## config.mk

```make
export PLATFORM = sky130hd
export DESIGN_NAME = alu_serial
export DESIGN_NICKNAME = d
export VERILOG_FILES = /design/src/rtl/alu_pkg.sv /design/src/rtl/alu_slice.sv /design/src/rtl/alu_serial.sv
export SDC_FILE = /design/constraint.sdc
export NUM_CORES = 1
export LEC_CHECK = 0
export BUFFER_PORTS_ARGS = -buffer_cell sky130_fd_sc_hd__buf_2
export CAP_MARGIN = 0
export CORE_MARGIN = 2
export CORE_UTILIZATION = 50
export DETAILED_ROUTE_END_ITERATION = 16
export HOLD_SLACK_MARGIN = 0.06
export MAX_ROUTING_LAYER = met4
export PLACE_DENSITY_LB_ADDON = 0.08
export SLEW_MARGIN = 40
export SYNTH_ARGS = -nofsm -noshare
export SYNTH_HDL_FRONTEND = slang
export SYNTH_SLANG_ARGS = --single-unit
```

## constraint.sdc

```tcl
create_clock -name clk -period 10.05 [get_ports clk]
set_input_delay 1.005 -clock clk [delete_from_list [all_inputs] [get_ports clk]]
set_output_delay 1.005 -clock clk [all_outputs]
set_load 0.02 [all_outputs]
```

## src/rtl/alu_pkg.sv

```systemverilog
// Shared opcode and state types for the digit-serial ALU.
// Opcode 111 is signed set-less-than when ALU_SLT_EN is defined; otherwise it is reserved.
package alu_pkg;

  typedef enum logic [2:0] {
    OP_PASS_B = 3'b000,
    OP_RSV1   = 3'b001,
    OP_ADD    = 3'b010,
    OP_SUB    = 3'b011,
    OP_AND    = 3'b100,
    OP_OR     = 3'b101,
    OP_XOR    = 3'b110,
    OP_SLT    = 3'b111
  } alu_ctrl_e;

  typedef enum logic [1:0] {
    IDLE = 2'd0,
    RUN  = 2'd1,
    DONE = 2'd2
  } state_e;

endpackage

```

## src/rtl/alu_slice.sv

```systemverilog
// SLICE-bit combinational ALU slice with ripple carry; b is inverted internally for subtraction.
// With ALU_SLT_EN defined, opcode 111 runs as a subtract so the top can derive less-than.
module alu_slice
  import alu_pkg::*;
#(
  parameter int SLICE = 4
) (
  input  logic [SLICE-1:0] a,
  input  logic [SLICE-1:0] b,
  input  logic             cin,
  input  logic [2:0]       ctrl,
  output logic [SLICE-1:0] out,
  output logic             cout,
  output logic             c_msb_in
);

  logic             sub_mode;
  logic [SLICE-1:0] b_eff;
  logic [SLICE-1:0] sum;
  logic [SLICE:0]   carry;

  always_comb begin
    sub_mode = (ctrl == OP_SUB);
`ifdef ALU_SLT_EN
    if (ctrl == OP_SLT) sub_mode = 1'b1;
`endif
    b_eff    = sub_mode ? ~b : b;
    carry    = '0;
    sum      = '0;
    carry[0] = cin;
    for (int i = 0; i < SLICE; i++) begin
      sum[i]     = a[i] ^ b_eff[i] ^ carry[i];
      carry[i+1] = (a[i] & b_eff[i]) | (carry[i] & (a[i] ^ b_eff[i]));
    end
    cout     = carry[SLICE];
    c_msb_in = carry[SLICE-1];
  end

  always_comb begin
    out = '0;
    case (ctrl)
      OP_PASS_B: out = b;
      OP_ADD,
      OP_SUB:    out = sum;
      OP_AND:    out = a & b;
      OP_OR:     out = a | b;
      OP_XOR:    out = a ^ b;
`ifdef ALU_SLT_EN
      OP_SLT:    out = sum;
`endif
      default:   out = '0;
    endcase
  end

endmodule

```

## src/rtl/alu_serial.sv

```systemverilog
// Digit-serial ALU: WIDTH-bit operation processed SLICE bits per cycle with a registered carry.
// Define ALU_SLT_EN to enable opcode 111 as signed set-less-than.
module alu_serial
  import alu_pkg::*;
#(
  parameter int WIDTH = 32,
  parameter int SLICE = 4
) (
  input  logic             clk,
  input  logic             rst_n,
  input  logic             in_valid,
  output logic             in_ready,
  input  logic [WIDTH-1:0] a,
  input  logic [WIDTH-1:0] b,
  input  logic             cin,
  input  logic [2:0]       ctrl,
  output logic             out_valid,
  input  logic             out_ready,
  output logic [WIDTH-1:0] result,
  output logic             flag_n,
  output logic             flag_z,
  output logic             flag_c,
  output logic             flag_v
);

  localparam int NSLICE = WIDTH / SLICE;
  localparam int CNT_W  = (NSLICE > 1) ? $clog2(NSLICE) : 1;
  localparam logic [CNT_W-1:0] CNT_LAST = CNT_W'(NSLICE - 1);

  state_e           state_q, state_d;
  logic [CNT_W-1:0] cnt_q, cnt_d;
  logic [WIDTH-1:0] a_q, a_d, b_q, b_d, result_q, result_d;
  logic [2:0]       ctrl_q, ctrl_d;
  logic             carry_q, carry_d;
  logic             in_ready_q, in_ready_d, out_valid_q, out_valid_d;
  logic             n_q, n_d, z_q, z_d, c_q, c_d, v_q, v_d;

  logic [SLICE-1:0] sl_a, sl_b, sl_out;
  logic             sl_cout, sl_cmsb;
  logic             is_arith, is_slt;

  assign sl_a = a_q[cnt_q*SLICE +: SLICE];
  assign sl_b = b_q[cnt_q*SLICE +: SLICE];

  alu_slice #(.SLICE(SLICE)) u_slice (
    .a        (sl_a),
    .b        (sl_b),
    .cin      (carry_q),
    .ctrl     (ctrl_q),
    .out      (sl_out),
    .cout     (sl_cout),
    .c_msb_in (sl_cmsb)
  );

  always_comb begin
    is_arith = (ctrl_q == OP_ADD) || (ctrl_q == OP_SUB);
    is_slt   = 1'b0;
`ifdef ALU_SLT_EN
    is_slt   = (ctrl_q == OP_SLT);
`endif
  end

  always_comb begin
    state_d     = state_q;
    cnt_d       = cnt_q;
    a_d         = a_q;
    b_d         = b_q;
    ctrl_d      = ctrl_q;
    carry_d     = carry_q;
    result_d    = result_q;
    in_ready_d  = in_ready_q;
    out_valid_d = out_valid_q;
    n_d         = n_q;
    z_d         = z_q;
    c_d         = c_q;
    v_d         = v_q;
    case (state_q)
      IDLE: begin
        if (in_valid) begin
          a_d        = a;
          b_d        = b;
          ctrl_d     = ctrl;
          cnt_d      = '0;
          in_ready_d = 1'b0;
          state_d    = RUN;
          case (ctrl)
            OP_ADD:  carry_d = cin;
            OP_SUB:  carry_d = 1'b1;
`ifdef ALU_SLT_EN
            OP_SLT:  carry_d = 1'b1;
`endif
            default: carry_d = 1'b0;
          endcase
        end
      end
      RUN: begin
        result_d[cnt_q*SLICE +: SLICE] = sl_out;
        carry_d = sl_cout;
        cnt_d   = cnt_q + 1'b1;
        if (cnt_q == CNT_LAST) begin
          // less-than is N xor V of the completed subtraction
          if (is_slt)
            result_d = {{(WIDTH-1){1'b0}}, result_d[WIDTH-1] ^ sl_cmsb ^ sl_cout};
          n_d         = result_d[WIDTH-1];
          z_d         = (result_d == '0);
          c_d         = is_arith & sl_cout;
          v_d         = is_arith & (sl_cmsb ^ sl_cout);
          out_valid_d = 1'b1;
          state_d     = DONE;
        end
      end
      DONE: begin
        if (out_ready) begin
          out_valid_d = 1'b0;
          in_ready_d  = 1'b1;
          state_d     = IDLE;
        end
      end
      default: begin
        out_valid_d = 1'b0;
        in_ready_d  = 1'b1;
        state_d     = IDLE;
      end
    endcase
  end

  always_ff @(posedge clk or negedge rst_n) begin
    if (!rst_n) begin
      state_q     <= IDLE;
      cnt_q       <= '0;
      a_q         <= '0;
      b_q         <= '0;
      ctrl_q      <= '0;
      carry_q     <= 1'b0;
      result_q    <= '0;
      in_ready_q  <= 1'b1;
      out_valid_q <= 1'b0;
      n_q         <= 1'b0;
      z_q         <= 1'b0;
      c_q         <= 1'b0;
      v_q         <= 1'b0;
    end else begin
      state_q     <= state_d;
      cnt_q       <= cnt_d;
      a_q         <= a_d;
      b_q         <= b_d;
      ctrl_q      <= ctrl_d;
      carry_q     <= carry_d;
      result_q    <= result_d;
      in_ready_q  <= in_ready_d;
      out_valid_q <= out_valid_d;
      n_q         <= n_d;
      z_q         <= z_d;
      c_q         <= c_d;
      v_q         <= v_d;
    end
  end

  assign in_ready  = in_ready_q;
  assign out_valid = out_valid_q;
  assign result    = result_q;
  assign flag_n    = n_q;
  assign flag_z    = z_q;
  assign flag_c    = c_q;
  assign flag_v    = v_q;

endmodule

```

* After elaboration in Yosys (flattened, before gate mapping) *
Index checks and enable logic that the tools add are counted.

word-level totals
  input bits = 72
  word-level logic and storage cells = 94
  output and inout bits = 38
  register bits after elaboration = 111

operators by class
  mux-type cells = 21
  equality and inequality tests = 13
  shift operators = 4
  add/sub/neg operators = 2
  reductions and logical operators = 12
  bitwise logic cells = 29

operator list
  kind                       count
  $mux W32                   3
  $shiftx A32 B6 Y4          2
  $neg A5 Y34                1
  $shift A4 B34 Y32 const A  1
  $shiftx A4 B34 Y32         1
  $bwmux W32                 1
  $logic_not A32 Y1          1
  $pmux W4 S5                1
  $eq A3 B2 Y1 const B       4
  $eq A3 B3 Y1 const B       4
  $and A1 B1 Y1              10
  $reduce_and A3 Y1          3
  $xor A1 B1 Y1              9
  $mux W2                    3
  $ne A2 B2 Y1 const B       3
  $pmux W1 S3                2
  $pmux W2 S3                1
  $pmux W3 S2                1
  $reduce_and A2 Y1          3
  $mux W1                    5
  $and A4 B4 Y4              1
  $mux W4                    1
  $not A4 Y4                 1
  $or A1 B1 Y1               4
  13 further kinds           15

* Depth between registers and ports, before layout *
Gate-level depths: netlist of run 1.

  depth in word-level cells = 17
  mapped depth = 20
  depth with buffers taken out = 16

* Cells and area by module *
Synthesis of run 1 repeated with hierarchy kept, for this count alone.

unflattened totals
  cells, all modules = 485
  area, all modules = 5711.7 µm²

modules (own cells, without submodules)
  module      area each (µm²)  instances  cells each  seq. area each (µm²)
  alu_serial  5283.8           1          432         2778.9
  alu_slice   427.9            1          53          0.0

* Worst setup path after synthesis of run 1 *
No wires, ideal clock.

  kind = reg-to-reg
  from = register cnt_q[0]
  to = register z_q, in the netlist flag_z
  path buffers = 4
  cell stages (with the launch flop) = 21
  path slack = 6.083 ns
  arrival time = 3.845 ns
  library setup time = 0.121 ns
  clock period less this slack = 3.967 ns
  cell sequence = dfrtp_1 buf_6 buf_12 buf_2 mux4_2 nand2_1 and2_1 inv_1 fa_1 inv_1 fa_1 fa_1 inv_1 fa_1 nand3b_1 o211ai_2 clkbuf_1 nor2_1 a21oi_1 o21bai_1 a32o_2

on the way
  word-level cells in the longest chain between the ends = 17
  elaborated cells between the ends (all ways) = 34

RTL lines
  item                    RTL line                          text
  from (decl)             alu_serial.sv:31                  logic [CNT_W-1:0] cnt_q, cnt_d;
  from (signal assigned)  alu_serial.sv:144                 cnt_q <= cnt_d;
  $shiftx A32 B6 Y4       alu_serial.sv:43                  assign sl_b = b_q[cnt_q*SLICE +: SLICE];
  $not A4 Y4              alu_slice.sv:27                   b_eff = sub_mode ? ~b : b;
  $mux W4                 alu_slice.sv:27
  $xor A1 B1 Y1           alu_slice.sv:32, alu_slice.sv:33
  $and A1 B1 Y1           alu_slice.sv:33                   carry[i+1] = (a[i] & b_eff[i]) | (carry[i] & (a[i] ^ b_eff[i]));
  $or A1 B1 Y1            alu_slice.sv:33
  $and A1 B1 Y1           alu_slice.sv:33
  $or A1 B1 Y1            alu_slice.sv:33
  $and A1 B1 Y1           alu_slice.sv:33
  $or A1 B1 Y1            alu_slice.sv:33
  $xor A1 B1 Y1           alu_slice.sv:32                   sum[i] = a[i] ^ b_eff[i] ^ carry[i];
  $pmux W4 S5             alu_slice.sv:41                   case (ctrl)
  $shiftx A4 B34 Y32      alu_serial.sv:97                  result_d[cnt_q*SLICE +: SLICE] = sl_out;
  $bwmux W32              alu_serial.sv:97
  $mux W32                alu_serial.sv:100                 if (cnt_q == CNT_LAST) begin
  $mux W32                alu_serial.sv:77                  case (state_q)
  $logic_not A32 Y1       alu_serial.sv:105                 z_d = (result_d == '0);
  to (signal assigned)    alu_serial.sv:153                 z_q <= z_d;
  to (decl)               alu_serial.sv:36                  logic n_q, n_d, z_q, z_d, c_q, c_d, v_q, v_d;

Parallel ways exist; a longest one is shown, timed or not. The select of a mux whose other input is x is not followed.
A chain may end at the register's enable or synchronous reset.

* Worst setup path in the final report of run 1 *
Ends and elaborated chain as after synthesis.

==> summary.txt, run 1 <==
Status
  • Status: finished clean

Layout
  • Area Overhead vs Synth: 15.6%
  • Final nets: 754
  • Post-Layout Cell Count: 814
  • Share of layout cells above drive strength 1: 0.291
  • Fin area: 6640 um2
  • Antenna cells: 0

Synthesis
  • Yosys cell types: 66
  • YS warnings: 0
  • Syn Area/Cell: 10.1 um2
  • Post-synth EDFFs: 0
  • Synth Flop Type: dfrtp_1
  • Synth Cell Area: 5750 um2
  • Mapped Nets: 659
  • Sequential area share after synthesis: 0.484
  • Post-Syn Instances: 571
  • Yosys reg bits: 111
  • FFs w/ async S/R, synth: 1.00

Floorplan
  • Core area: 11300 um2
  • Die Y: 111 um
  • Die width: 111 um
  • Num rows: 39
  • IO Count: 110
  • Die area: 12400 um2
  • Initial Utilization: 0.508

Clock tree
  • Clock-pin slew on the worst setup and hold paths: 0.07 ns
  • Root Driver: clkbuf_16
  • Post-CTS setup buffer count: 0
  • CTS Hold Bufs: 0
  • CTS buffer count: 9
  • H-Tree Depth: 3
  • Post-cts repair resize count: 0
  • Clk_lat worst skew: 0.35 ns
  • Max Buffers Root-to-Sink: 2
  • Sink Count: 111
  • CTS tree: done

Critical path
  • Worst Setup Path Type: reg2reg
  • RR Startpoint: cnt_q[0]
  • Crit-path max FO: 19
  • Critical path data required time: 10.33 ns
  • Crit. End Element: register
  • Reg2reg path depth: 16
  • R2r setup slk: 5.23 ns
  • Setup crit start: cnt_q[0]
  • Worst flop-to-flop path endpoint: flag_z
  • Arrival @ worst endpoint: 5.11 ns
  • CP Launch Type: register

Global route
  • Vias in the first global route: 4492
  • GRT Resource Usage Total: 0.225
  • First-pass GRT wire length: 21900 um
  • Largest net degree at the start of global routing: 58
  • Initial antenna violation count: 0
  • GRT overflow: 0

Routing
  • Metal3 WL: 488 um
  • Drt wl/cell: 16.0 um
  • Remaining DRCs: 0
  • Wl on met1: 6180 um
  • Routed length on met2: 6230 um
  • DR top layer: met4
  • Vias per cell: 5.34
  • Via count: 4347
  • Number of routed nets with antenna violations: 0
  • Final wirelength: 13000 um
  • DRT iter0 DRCs: 186
  • Drt first pass iters: 4

Hold path
  • WHS Endpoint: b_q[8]
  • Hold path start: b_q[8]
  • Worst min path class: reg2reg
  • Hold Crit Depth: 2

Timing
  • Endpoints failing setup: 0
  • Post-route clock period utilization: 0.480
  • Max-slew violations: 0
  • Relative slew slack: 0.488
  • RSZ-0062 raised after global routing: no
  • Minimum clock period: 4.82 ns
  • Final hold vios: 0
  • Maximum clock rate: 207 MHz
  • Worst Setup Slack, final: 5.23 ns
  • Worst-Margin Slew: 0.766 ns
  • Clk_skew: 0.00944 ns
  • Setup TNS: 0 ns

Power
  • Total power: 0.00254 W
  • Leakage power: 3.44 nW
  • Max IR drop VDD: 0.162 mV
  • PD cells: 383 nW/um2

Place
  • Gpl congestion: 0.842
  • Placed cells: 798
  • DP Area: 6310 um2
  • Pre-CTS setup slack: 5.28 ns
  • HPWL Detailed: 9320 um
  • PortBufs: 109

Run
  • Max-cap viol count: 0
worst max-delay path by stage:
stage	end	slack (ns)	depth (start not counted)
after global routing	flag_z	4.91	16
after detailed placement	flag_z	5.28	16
after global placement	flag_z	5.45	16
after floorplan	flag_z	6.08	20
final	flag_z	5.23	16
after CTS	flag_z	5.25	16
flip-flops by register name, indices dropped and copies added (netlist names):
register and flops:
flag_v 1, in_ready 1, ctrl_q 3, flag_z 1, state_q 2, a_q 32
out_valid 1, flag_c 1, b_q 32, result 32, flag_n 1, cnt_q 3
carry_q 1
synthesized netlist by cell type, drive strengths merged, types with 2 or more instances:
library cell	number	share of area
nor2b	3	0.0033
nand2	227	0.15
a32o	2	0.0037
nor4	4	0.0044
mux4	16	0.066
a31oi	4	0.0044
and2	5	0.0059
ha	12	0.026
xor2	4	0.0061
o22ai	2	0.0022
mux2i	4	0.010
dfrtp	110	0.48
nand3b	2	0.0026
o31ai	6	0.0078
inv	18	0.012
buf	9	0.014
nor4b	2	0.0030
a21oi	5	0.0044
o22a	2	0.0030
nor3b	2	0.0026
o21ai	20	0.018
o211a	2	0.0035
fa	4	0.014
o211ai	5	0.0074
or3	3	0.0035
nor3	7	0.0070
clkbuf	22	0.021
nor2	11	0.0072
mux2	36	0.071
nand3	2	0.0017
worst max-delay path: stages (launching register included):
cell and delay (ns):
dfrtp_1 0.50, buf_4 0.38, mux4_1 0.62, mux2i_2 0.29
xor2_1 0.22, fa_1 0.20, inv_1 0.05, fa_1 0.40
fa_1 0.42, inv_1 0.09, fa_1 0.40, nand3b_1 0.11
o211ai_2 0.27, and3_2 0.32, o22ai_1 0.11, and4b_1 0.21
a32o_2 0.16
cell usage in the layout, fill, tap and decap left out, drive strengths merged, types with 6 or more instances in the layout:
cell type and n:
o31ai 6, clkbuf 10, nand2 227, mux4 16, mux2 36, inv 19, nor2 11, ha 12
o21ai 20, nor3 7, dfrtp 110, buf 116
logic make-up after synthesis:
logic type | after synthesis | synth area share
and+or+nand+nor | 275 | 0.200
DFF | 111 | 0.484
AOI/OAI and AO/OA | 57 | 0.0677
muxes | 56 | 0.148
buffers and inverters | 51 | 0.0529
adders and majority gates | 16 | 0.0401
xor gates and xnor gates | 5 | 0.00762
power by group:
part	total [W]	switching (W)	internal (W)
registers	0.000815	0.000168	0.000647
clock network	0.000395	0.000167	0.000227
logic	0.00133	0.000767	0.000564
stage by stage:
step | utilization | hold slack, ns
finish | 0.587 | 0.471
floorplan | - | 0.437
global route | 0.587 | 0.495
CTS | 0.587 | 0.478
global placement | 0.554 | 0.450
detailed placement | 0.557 | 0.460
per-layer routing:
layer | vias to the layer above | global-route usage
met4 | 0 | 0.0609
met1 | 2128 | 0.299
met5 | - | -
met2 | 102 | 0.360
met3 | 12 | 0.0405
li1 | 2105 | -
final cells by class:
cell class | instances | area, um2
Tap cell | 143 | 179
Clock inverter | 6 | 92.6
Multi-Input combinational cell | 409 | 2680
Fill cell | 1016 | 4680
Inverter | 19 | 71.3
Clock buffer | 10 | 239
Sequential cell | 111 | 2780
Timing Repair Buffer | 116 | 599
(Power assumes the default switching activity.)
==> run 2: changes to the inputs <==
- clock period: 10.05 -> 4.7 ns (I/O delays scaled with it)
==> summary.txt, run 2 (synthesized netlist as in run 1, its figures left out) <==
Status
  • Status: finished clean

Clock tree
  • Clock-pin slew on the worst setup and hold paths: 0.08 ns
  • Max Buffers Root-to-Sink: 2
  • H-Tree Depth: 3
  • Sink Count: 111
  • Post-CTS setup buffer count: 0
  • CTS tree: done
  • CTS buffer count: 9
  • Clk_lat worst skew: 0.35 ns
  • Root Driver: clkbuf_16

Global route
  • GRT overflow: 0
  • First-pass GRT wire length: 22100 um
  • Largest net degree at the start of global routing: 77
  • Initial antenna violation count: 0
  • Vias in the first global route: 4403
  • GRT Resource Usage Total: 0.227

Place
  • Gpl congestion: 0.856
  • PortBufs: 109
  • HPWL Detailed: 9380 um

Timing
  • Clk_skew: 0.00786 ns
  • Final hold vios: 0
  • Endpoints failing setup: 0
  • Setup TNS: 0 ns
  • Hold slack: 0.118 ns
  • Minimum clock period: 4.33 ns
  • Max-slew violations: 0
  • Post-route clock period utilization: 0.922
  • RSZ-0062 raised after global routing: no
  • Worst-Margin Slew: 0.809 ns
  • Maximum clock rate: 231 MHz
  • Relative slew slack: 0.460

Layout
  • Share of layout cells above drive strength 1: 0.293
  • Final nets: 758
  • Reg area: 2780 um2
  • Filler Cell Count: 1047
  • Core Util, Final: 0.589
  • Multi-input combinational cell area: 2670 um2
  • Antenna cells: 0
  • Area Overhead vs Synth: 16.1%
  • Most frequent cells in the layout: nand2_1 (226), buf_2 (110), dfrtp_1 (109), mux2_2 (35), inv_1 (18)
  • Commonest non-fill, non-tap cell in the layout: nand2_1

Critical path
  • Crit. End Element: register
  • Crit-path max FO: 12
  • Worst Setup Path Type: reg2reg
  • CP Launch Type: register
  • Worst flop-to-flop path endpoint: flag_z
  • Arrival @ worst endpoint: 4.62 ns
  • Setup crit start: cnt_q[0]
  • R2r setup slk: 0.37 ns
  • Reg2reg path depth: 15
  • RR Startpoint: cnt_q[0]
  • Critical path data required time: 4.99 ns

Run
  • Max-cap viol count: 0

Routing
  • Drt first pass iters: 4
  • Remaining DRCs: 0
  • Drt wl/cell: 15.9 um
  • DRT iter0 DRCs: 220
  • Final wirelength: 13000 um
  • Number of routed nets with antenna violations: 0
  • Vias per cell: 5.33
  • Via count: 4362

Floorplan
  • Die area: 12400 um2
  • IO Count: 110
  • Initial Utilization: 0.508
  • Core area: 11300 um2
  • Num rows: 39
  • Die Y: 111 um
  • Die width: 111 um

Hold path
  • Worst min path class: in2async

Power
  • Leakage power: 3.46 nW
  • PD cells: 815 nW/um2
  • Max IR drop VDD: 0.360 mV
## run 2: where the power goes
| part | internal [W] | switching [W] |
|---|---|---|
| Combinational | 0.00123 | 0.00163 |
| Sequential | 0.00139 | 0.000358 |
| Clock | 0.000472 | 0.000364 |
| Total | 0.00309 | 0.00235 |
## run 2: timing repair
action	4_1_cts	5_1_grt
hold endpoints to repair	0	0
gates resized for setup	0	1
hold buffers	0	0
setup endpoints to repair	0	1
## run 2: final cells by class
class	count	area share
Inverter	19	0.0107
Tap cell	143	0.0268
Sequential cell	111	0.417
Clock buffer	10	0.0343
Multi-Input combinational cell	409	0.401
Clock inverter	6	0.0141
Timing Repair Buffer	120	0.0962
## run 2: worst max path at each step
stage	end	slack, ns	cells after the start
final	flag_z	0.37	15
after global routing	flag_z	0.08	14
after CTS	flag_z	0.22	15
after detailed placement	flag_z	0.24	15
after global placement	flag_z	0.39	15
after floorplan	flag_z	0.73	20
## run 2: worst max-delay path, stage by stage, from the launching register on
cell	delay, ns
dfrtp_2	0.49
mux4_1	0.60
mux2i_2	0.30
xor2_1	0.21
fa_1	0.19
inv_1	0.05
fa_1	0.39
fa_1	0.41
inv_1	0.09
fa_1	0.40
nand3b_1	0.10
o211ai_2	0.24
and3_2	0.31
o22ai_1	0.11
and4b_1	0.21
a32o_2	0.17
## run 2: layer usage
metal | routed length [um] | track usage | up-vias
met5 | 0 | - | -
met4 | 172 | 0.0658 | 0
met3 | 502 | 0.0290 | 12
met2 | 6230 | 0.349 | 104
met1 | 6070 | 0.322 | 2122
li1 | - | - | 2124
## run 2: stage by stage
step / instances / total power, W / area [um2] / worst slack, ns
finish: 818 / 0.00544 / 6670 / 0.369
global route: 818 / 0.00591 / 6670 / 0.0838
CTS: 818 / 0.00548 / 6670 / 0.224
detailed placement: 802 / 0.00463 / 6340 / 0.242
global placement: 800 / 0.00452 / 6320 / 0.386
floorplan: 571 / 0.00390 / 5750 / 0.733
